--- src/rtl/cpu_insfetch.sv ---
// cpu_insfetch: instruction fetch unit with a DEPTH-entry instruction buffer.
// Fetch requests go out in order. In-order responses are buffered and handed
// to the decoder. A redirect flushes the buffer, marks in-flight responses for
// discard and restarts fetch. A kept faulting response halts fetch until the
// next redirect.
//
// Ports:
//   clk, rst_n                     clock, async active-low reset
//   imem_req_valid/ready/addr      fetch request channel (word-aligned addr)
//   imem_rsp_valid/data/err        in-order response channel, always accepted
//   instr_valid/ready, instr,
//   instr_pc, instr_fault          buffer head toward the decoder
//   redirect_valid, redirect_pc    flush and restart fetch
module cpu_insfetch #(
  parameter int              XLEN         = 32,
  parameter logic [XLEN-1:0] RESET_VECTOR = {XLEN{1'b0}},
  parameter int              DEPTH        = 2
) (
  input  logic            clk,
  input  logic            rst_n,
  output logic            imem_req_valid,
  input  logic            imem_req_ready,
  output logic [XLEN-1:0] imem_req_addr,
  input  logic            imem_rsp_valid,
  input  logic [31:0]     imem_rsp_data,
  input  logic            imem_rsp_err,
  output logic            instr_valid,
  input  logic            instr_ready,
  output logic [31:0]     instr,
  output logic [XLEN-1:0] instr_pc,
  output logic            instr_fault,
  input  logic            redirect_valid,
  input  logic [XLEN-1:0] redirect_pc
);

  localparam int AW = (DEPTH > 1) ? $clog2(DEPTH) : 1;
  localparam int CW = AW + 1;
  localparam logic [CW:0]     DEPTH_W = (CW + 1)'(DEPTH);
  localparam logic [CW-1:0]   ONE_C   = CW'(1);
  localparam logic [XLEN-1:0] PC_STEP = XLEN'(4);

  typedef enum logic [0:0] {ST_RUN = 1'b0, ST_HALT = 1'b1} state_e;

  state_e          state_r, state_nxt_s;
  logic [XLEN-1:0] fetch_pc_r, rsp_pc_r, redirect_al_s;
  logic [CW-1:0]   outst_r, disc_r, count_r, hs_ext_s, trk_ext_s;
  logic [AW-1:0]   wr_ptr_r, rd_ptr_r;
  logic [31:0]     fifo_instr_r [DEPTH];
  logic [XLEN-1:0] fifo_pc_r    [DEPTH];
  logic            fifo_fault_r [DEPTH];
  logic            req_valid_s, req_hs_s, rsp_tracked_s, keep_s, pop_s;
  logic            fifo_empty_s, credit_ok_s;

  assign redirect_al_s = {redirect_pc[XLEN-1:2], 2'b00};
  assign req_hs_s      = req_valid_s & imem_req_ready;
  // A response with nothing outstanding belongs to a request issued before reset.
  assign rsp_tracked_s = imem_rsp_valid & (outst_r != {CW{1'b0}});
  assign keep_s        = rsp_tracked_s & (disc_r == {CW{1'b0}}) & ~redirect_valid;
  assign fifo_empty_s  = (count_r == {CW{1'b0}});
  assign pop_s         = ~fifo_empty_s & instr_ready & ~redirect_valid;
  assign hs_ext_s      = {{(CW-1){1'b0}}, req_hs_s};
  assign trk_ext_s     = {{(CW-1){1'b0}}, rsp_tracked_s};

  // Credit: every in-flight request, kept or discarded, reserves a buffer slot.
  always_comb begin
    credit_ok_s = (({1'b0, outst_r} + {1'b0, count_r}) < DEPTH_W);
  end

  // FSM state register.
  always_ff @(posedge clk or negedge rst_n) begin
    if (!rst_n) begin
      state_r <= ST_RUN;
    end else begin
      state_r <= state_nxt_s;
    end
  end

  // FSM next state: redirect wins over HALT entry.
  always_comb begin
    state_nxt_s = state_r;
    if (redirect_valid) begin
      state_nxt_s = ST_RUN;
    end else if (keep_s && imem_rsp_err) begin
      state_nxt_s = ST_HALT;
    end else begin
      state_nxt_s = state_r;
    end
  end

  // FSM output: request valid, held low in reset and during redirect.
  always_comb begin
    req_valid_s = 1'b0;
    if (rst_n && (state_r == ST_RUN) && !redirect_valid && credit_ok_s) begin
      req_valid_s = 1'b1;
    end else begin
      req_valid_s = 1'b0;
    end
  end

  assign imem_req_valid = req_valid_s;
  assign imem_req_addr  = fetch_pc_r;

  // Fetch pc, response pc, outstanding and discard counters.
  always_ff @(posedge clk or negedge rst_n) begin
    if (!rst_n) begin
      fetch_pc_r <= RESET_VECTOR;
      rsp_pc_r   <= RESET_VECTOR;
      outst_r    <= {CW{1'b0}};
      disc_r     <= {CW{1'b0}};
    end else begin
      outst_r <= outst_r + hs_ext_s - trk_ext_s;
      if (redirect_valid) begin
        fetch_pc_r <= redirect_al_s;
        rsp_pc_r   <= redirect_al_s;
        disc_r     <= outst_r - trk_ext_s;
      end else begin
        if (req_hs_s) begin
          fetch_pc_r <= fetch_pc_r + PC_STEP;
        end else begin
          fetch_pc_r <= fetch_pc_r;
        end
        if (keep_s) begin
          rsp_pc_r <= rsp_pc_r + PC_STEP;
        end else begin
          rsp_pc_r <= rsp_pc_r;
        end
        if (rsp_tracked_s && (disc_r != {CW{1'b0}})) begin
          disc_r <= disc_r - ONE_C;
        end else begin
          disc_r <= disc_r;
        end
      end
    end
  end

  // Instruction buffer: pointers, occupancy and entry storage.
  always_ff @(posedge clk or negedge rst_n) begin
    if (!rst_n) begin
      wr_ptr_r <= {AW{1'b0}};
      rd_ptr_r <= {AW{1'b0}};
      count_r  <= {CW{1'b0}};
      for (int i = 0; i < DEPTH; i++) begin
        fifo_instr_r[i] <= 32'h0;
        fifo_pc_r[i]    <= {XLEN{1'b0}};
        fifo_fault_r[i] <= 1'b0;
      end
    end else if (redirect_valid) begin
      wr_ptr_r <= {AW{1'b0}};
      rd_ptr_r <= {AW{1'b0}};
      count_r  <= {CW{1'b0}};
    end else begin
      if (keep_s) begin
        fifo_instr_r[wr_ptr_r] <= imem_rsp_data;
        fifo_pc_r[wr_ptr_r]    <= rsp_pc_r;
        fifo_fault_r[wr_ptr_r] <= imem_rsp_err;
        wr_ptr_r               <= wr_ptr_r + AW'(1);
      end else begin
        wr_ptr_r <= wr_ptr_r;
      end
      if (pop_s) begin
        rd_ptr_r <= rd_ptr_r + AW'(1);
      end else begin
        rd_ptr_r <= rd_ptr_r;
      end
      count_r <= count_r + {{(CW-1){1'b0}}, keep_s} - {{(CW-1){1'b0}}, pop_s};
    end
  end

  // Head presentation; reads zero whenever the buffer is empty.
  always_comb begin
    instr_valid = ~fifo_empty_s;
    if (fifo_empty_s) begin
      instr       = 32'h0;
      instr_pc    = {XLEN{1'b0}};
      instr_fault = 1'b0;
    end else begin
      instr       = fifo_instr_r[rd_ptr_r];
      instr_pc    = fifo_pc_r[rd_ptr_r];
      instr_fault = fifo_fault_r[rd_ptr_r];
    end
  end

endmodule

--- config.mk ---
export PLATFORM = sky130hd
export DESIGN_NAME = cpu_insfetch
export DESIGN_NICKNAME = d
export VERILOG_FILES = /design/src/rtl/cpu_insfetch.sv
export SDC_FILE = /design/constraint.sdc
export NUM_CORES = 1
export LEC_CHECK = 0
export BUFFER_PORTS_ARGS = -buffer_cell sky130_fd_sc_hd__buf_4
export CAP_MARGIN = 20
export CORE_AREA = 2 2 151 153
export CTS_BUF_LIST = sky130_fd_sc_hd__clkbuf_4
export DETAILED_ROUTE_END_ITERATION = 8
export DIE_AREA = 0 0 153 155
export PLACE_DENSITY_LB_ADDON = 0.3
export SYNTH_ARGS = -nofsm -noshare
export SYNTH_HDL_FRONTEND = slang
export SYNTH_SLANG_ARGS = --single-unit
--- constraint.sdc ---
create_clock -name clk -period 6.97 [get_ports clk]
set_input_delay 1.0455 -clock clk [delete_from_list [all_inputs] [get_ports clk]]
set_output_delay 1.0455 -clock clk [all_outputs]
set_load 0.02 [all_outputs]
==> flow_summary.yaml <==
routing:
  wl_per_cell_um: 17.9
  routed_wl_um: 23400
  vias: 7354
  drtAntennaViolNets: 0
  viasPerCell: 5.62
  drc: 0
  drtPass1Iterations: 5
  drt_iter0_drc: 417
power_and_ir_drop:
  ir_drop_uv: 117
  combPwrFrac_pct: 33.6
  p_int_mw: 2.25
  pwr-share-seq_pct: 49.2
  p_per_area_nw_per_um2: 300
  leakage_nw: 4.99
  netSwitchingFraction_pct: 35.1
  p_sw_mw: 1.21
  p_clk_share_pct: 17.2
timing:
  period_needed_ns: 4.32
  hold_viol: 0
  setup_viol: 0
  finClkSkew_ns: 0.0247
  worst_pin_slew_ns: 0.986
  fin_ws_ns: 2.65
  rsz0062_at_grt: "no"
  drv_slew: 0
  tns_ns: 0
  timing.slew.headroom_pct: 34.0
  max_freq_mhz: 231
  post-route-period-util_pct: 62.0
floorplanning:
  num_rows: 55
  ios: 170
  die_h_um: 155
  initial_utilization_pct: 44.2
  die_w_um: 153
  fp.coreArea_um2: 22200
  die_area_um2: 23700
global_routing:
  overflow: 0
  grt_max_degree: 71
  top_usage_layer: "met2"
  grt_pass1_wl_um: 38400
  antenna_found_initial: 1
  grt.total_usage_pct: 20.1
  gr-usage-met2_pct: 31.4
  grt_util_met1_pct: 28.9
  met3_usage_pct: 3.87
  grt_pass1_vias: 7224
cts:
  clock_path_buffers: 2
  clkTransAtPathRegs_ns: 0.17
  cts_buffers: 17
  cts_tree: "yes"
  htreeDepth: 4
  cts_setup_buffers: 0
  cts_root_buffer: "clkbuf_4"
  cts_resized: 0
  clock_latency_ns: 0.58
  clock_sinks: 195
  cts_hold_buf: 0
yosys:
  synth_area_leader_cell: "dfrtp_1"
  synth_ff_type: "dfrtp_1"
  yosysWarnings: 0
  ys_types: 61
  synth_edf_count: 0
  ys_top_cells_by_area: "dfrtp_1 50%, mux2_2 15%, mux2i_1 6.8%, nor2_1 3.7%, nand3_1 1.5%"
  synth_cells: 872
  synth-seq-cells: 195
  synth_area_um2: 9830
  async_reset_ff_share_pct: 100
  synth.avg_cell_area_um2: 11.3
  seq_area_frac_synth_pct: 49.7
  yosysTopAreaCellShare_pct: 49.7
worst_setup_path:
  worstPathCellList: "clkbuf_8 > nand4bb_1 > nor2_1 > clkinv_1 > ha_1 > inv_1 > ha_1 > xnor2_1 > xnor2_1"
  crit_path_start: "rst_n"
  rr_startpoint: "outst_r[0]$_DFF_PN0_"
  crit_fanout: 70
  crit_arrival_ns: 4.84
  worstRegToRegCells: 10
  critPathLaunchType: "input pin"
  reg2reg_to: "outst_r[1]$_DFF_PN0_"
  r2r_slack_ns: 2.65
  crit_type: "input pin to flip-flop"
  required_ns: 7.49
  end_kind: "flip-flop"
  cpMaxStageDelayCell: "nor2_1"
  slowest_delay_ns: 0.91
  worstSetupEndpoint: "outst_r[1]$_DFF_PN0_"
placed_design:
  dp_slack_ns: 2.13
  dp_hpwl_um: 16000
  port_buffers: 163
  routabilityCongestion: 0.850
finish:
  mostFrequentLayoutCell: "dfrtp_1"
  layout-drive-gt1-share_pct: 34.0
  utilization_pct: 51.9
  mostFrequentLayoutCells: "194 x dfrtp_1, 170 x buf_4, 133 x mux2_2"
  areaGrowthSynthToFinish_pct: 17.3
  fin_nets: 1089
run_status:
  status: "complete, no violations"
run:
  maxCapViolations: 0
hold_path:
  hp-class: "input pin to asynchronous set/reset pin"
layer usage:
layer  routed length (µm)  share of wire [%]
met1                11000                 47
met5                    0                  0
met2                10800                 46
met3                 1220                5.2
met4                  380                1.6
kinds of logic (layout without fill, tap and decap cells):
logic type,after synthesis,after routing,synth area share [%]
buffers and inverters,72,219,3.21
flip-flops,195,195,49.7
other,1,5,0.0382
multiplexers,200,200,22.1
AO/OA/AOI/OAI,101,101,7.51
AND/OR/NAND/NOR,275,275,14.6
XOR/XNOR,19,19,1.69
adder cells (fa/ha/maj),9,9,1.22
worst max-delay path: cells and delay by family:
family	cells	cell delay (ns)
xor gates and xnor gates	2	0.29
adders and majority gates	2	0.71
buffers and inverters	3	1.32
and+or+nand+nor	2	1.41
synth_stat cells (5+ instances only):
library cell and number:
or4_1 17, and3_1 9, and2_1 6, o31ai_1 9, a211oi_1 7, a21oi_1 6, ha_1 8, o21ai_0 16
inv_1 15, buf_2 12, clkbuf_1 35, nand3_1 30, xnor2_1 13, a31oi_1 17, and4_1 9, nand2_1 29
mux2_2 133, nor3_1 12, o211ai_1 8, nand4_1 18, nor2_1 98, mux2i_1 67, xor2_1 6, nor4_1 10
a311oi_1 5, dfrtp_1 195, o31a_1 5, nor2b_1 8, or3_1 10
metrics by stage:
step / power (mW) / area [µm²] / std cells / hold slack (ns)
6_report: 3.46 / 11500 / 1308 / 0.446
5_1_grt: 3.71 / 11500 / 1308 / 0.392
4_1_cts: 3.51 / 11500 / 1307 / 0.411
3_5_place_dp: 2.91 / 11200 / 1275 / 0.494
3_3_place_gp: 2.87 / 11200 / 1275 / 0.488
2_1_floorplan: 2.50 / 9840 / 875 / 0.480
flip-flops by register name (all words and copies together) (netlist names), 2 cells and up:
| signal | count |
|---|---|
| fifo_instr_r | 64 |
| fifo_pc_r | 60 |
| imem_req_addr | 30 |
| rsp_pc_r | 30 |
| count_r | 2 |
| disc_r | 2 |
| fifo_fault_r | 2 |
| outst_r | 2 |
area by class of cell:
cell class	count	area [µm²]
Clock buffer	17	128
Multi-Input combinational cell	608	4660
Antenna cell	1	2.50
Fill cell	2035	10700
Sequential cell	195	4880
Tap cell	285	357
Clock inverter	15	149
Inverter	16	60.1
Timing Repair Buffer	171	1290
power by group through the flow:
stage	combinational [mW]	clock, mW	sequential, mW
floorplan	0.834	0	1.67
global placement	1.15	0	1.72
detailed placement	1.18	0	1.73
CTS	1.18	0.623	1.70
global route	1.28	0.669	1.76
finish	1.16	0.595	1.70
worst min-delay path by stage:
stage	from	endpoint	slack (ns)	cells past startpoint
final	rst_n	fifo_instr_r[49]$_DFFE_PN0P_	0.45	1
after CTS	rst_n	fifo_instr_r[17]$_DFFE_PN0P_	0.41	1
after floorplan	fifo_fault_r[1]$_DFFE_PN0P_	fifo_fault_r[1]$_DFFE_PN0P_	0.48	1
after global placement	fifo_instr_r[1]$_DFFE_PN0P_	fifo_instr_r[1]$_DFFE_PN0P_	0.49	1
after detailed placement	fifo_pc_r[57]$_DFFE_PN0P_	fifo_pc_r[57]$_DFFE_PN0P_	0.49	1
after global routing	rst_n	fifo_instr_r[49]$_DFFE_PN0P_	0.39	1
Power figures use the tool's default switching activity.
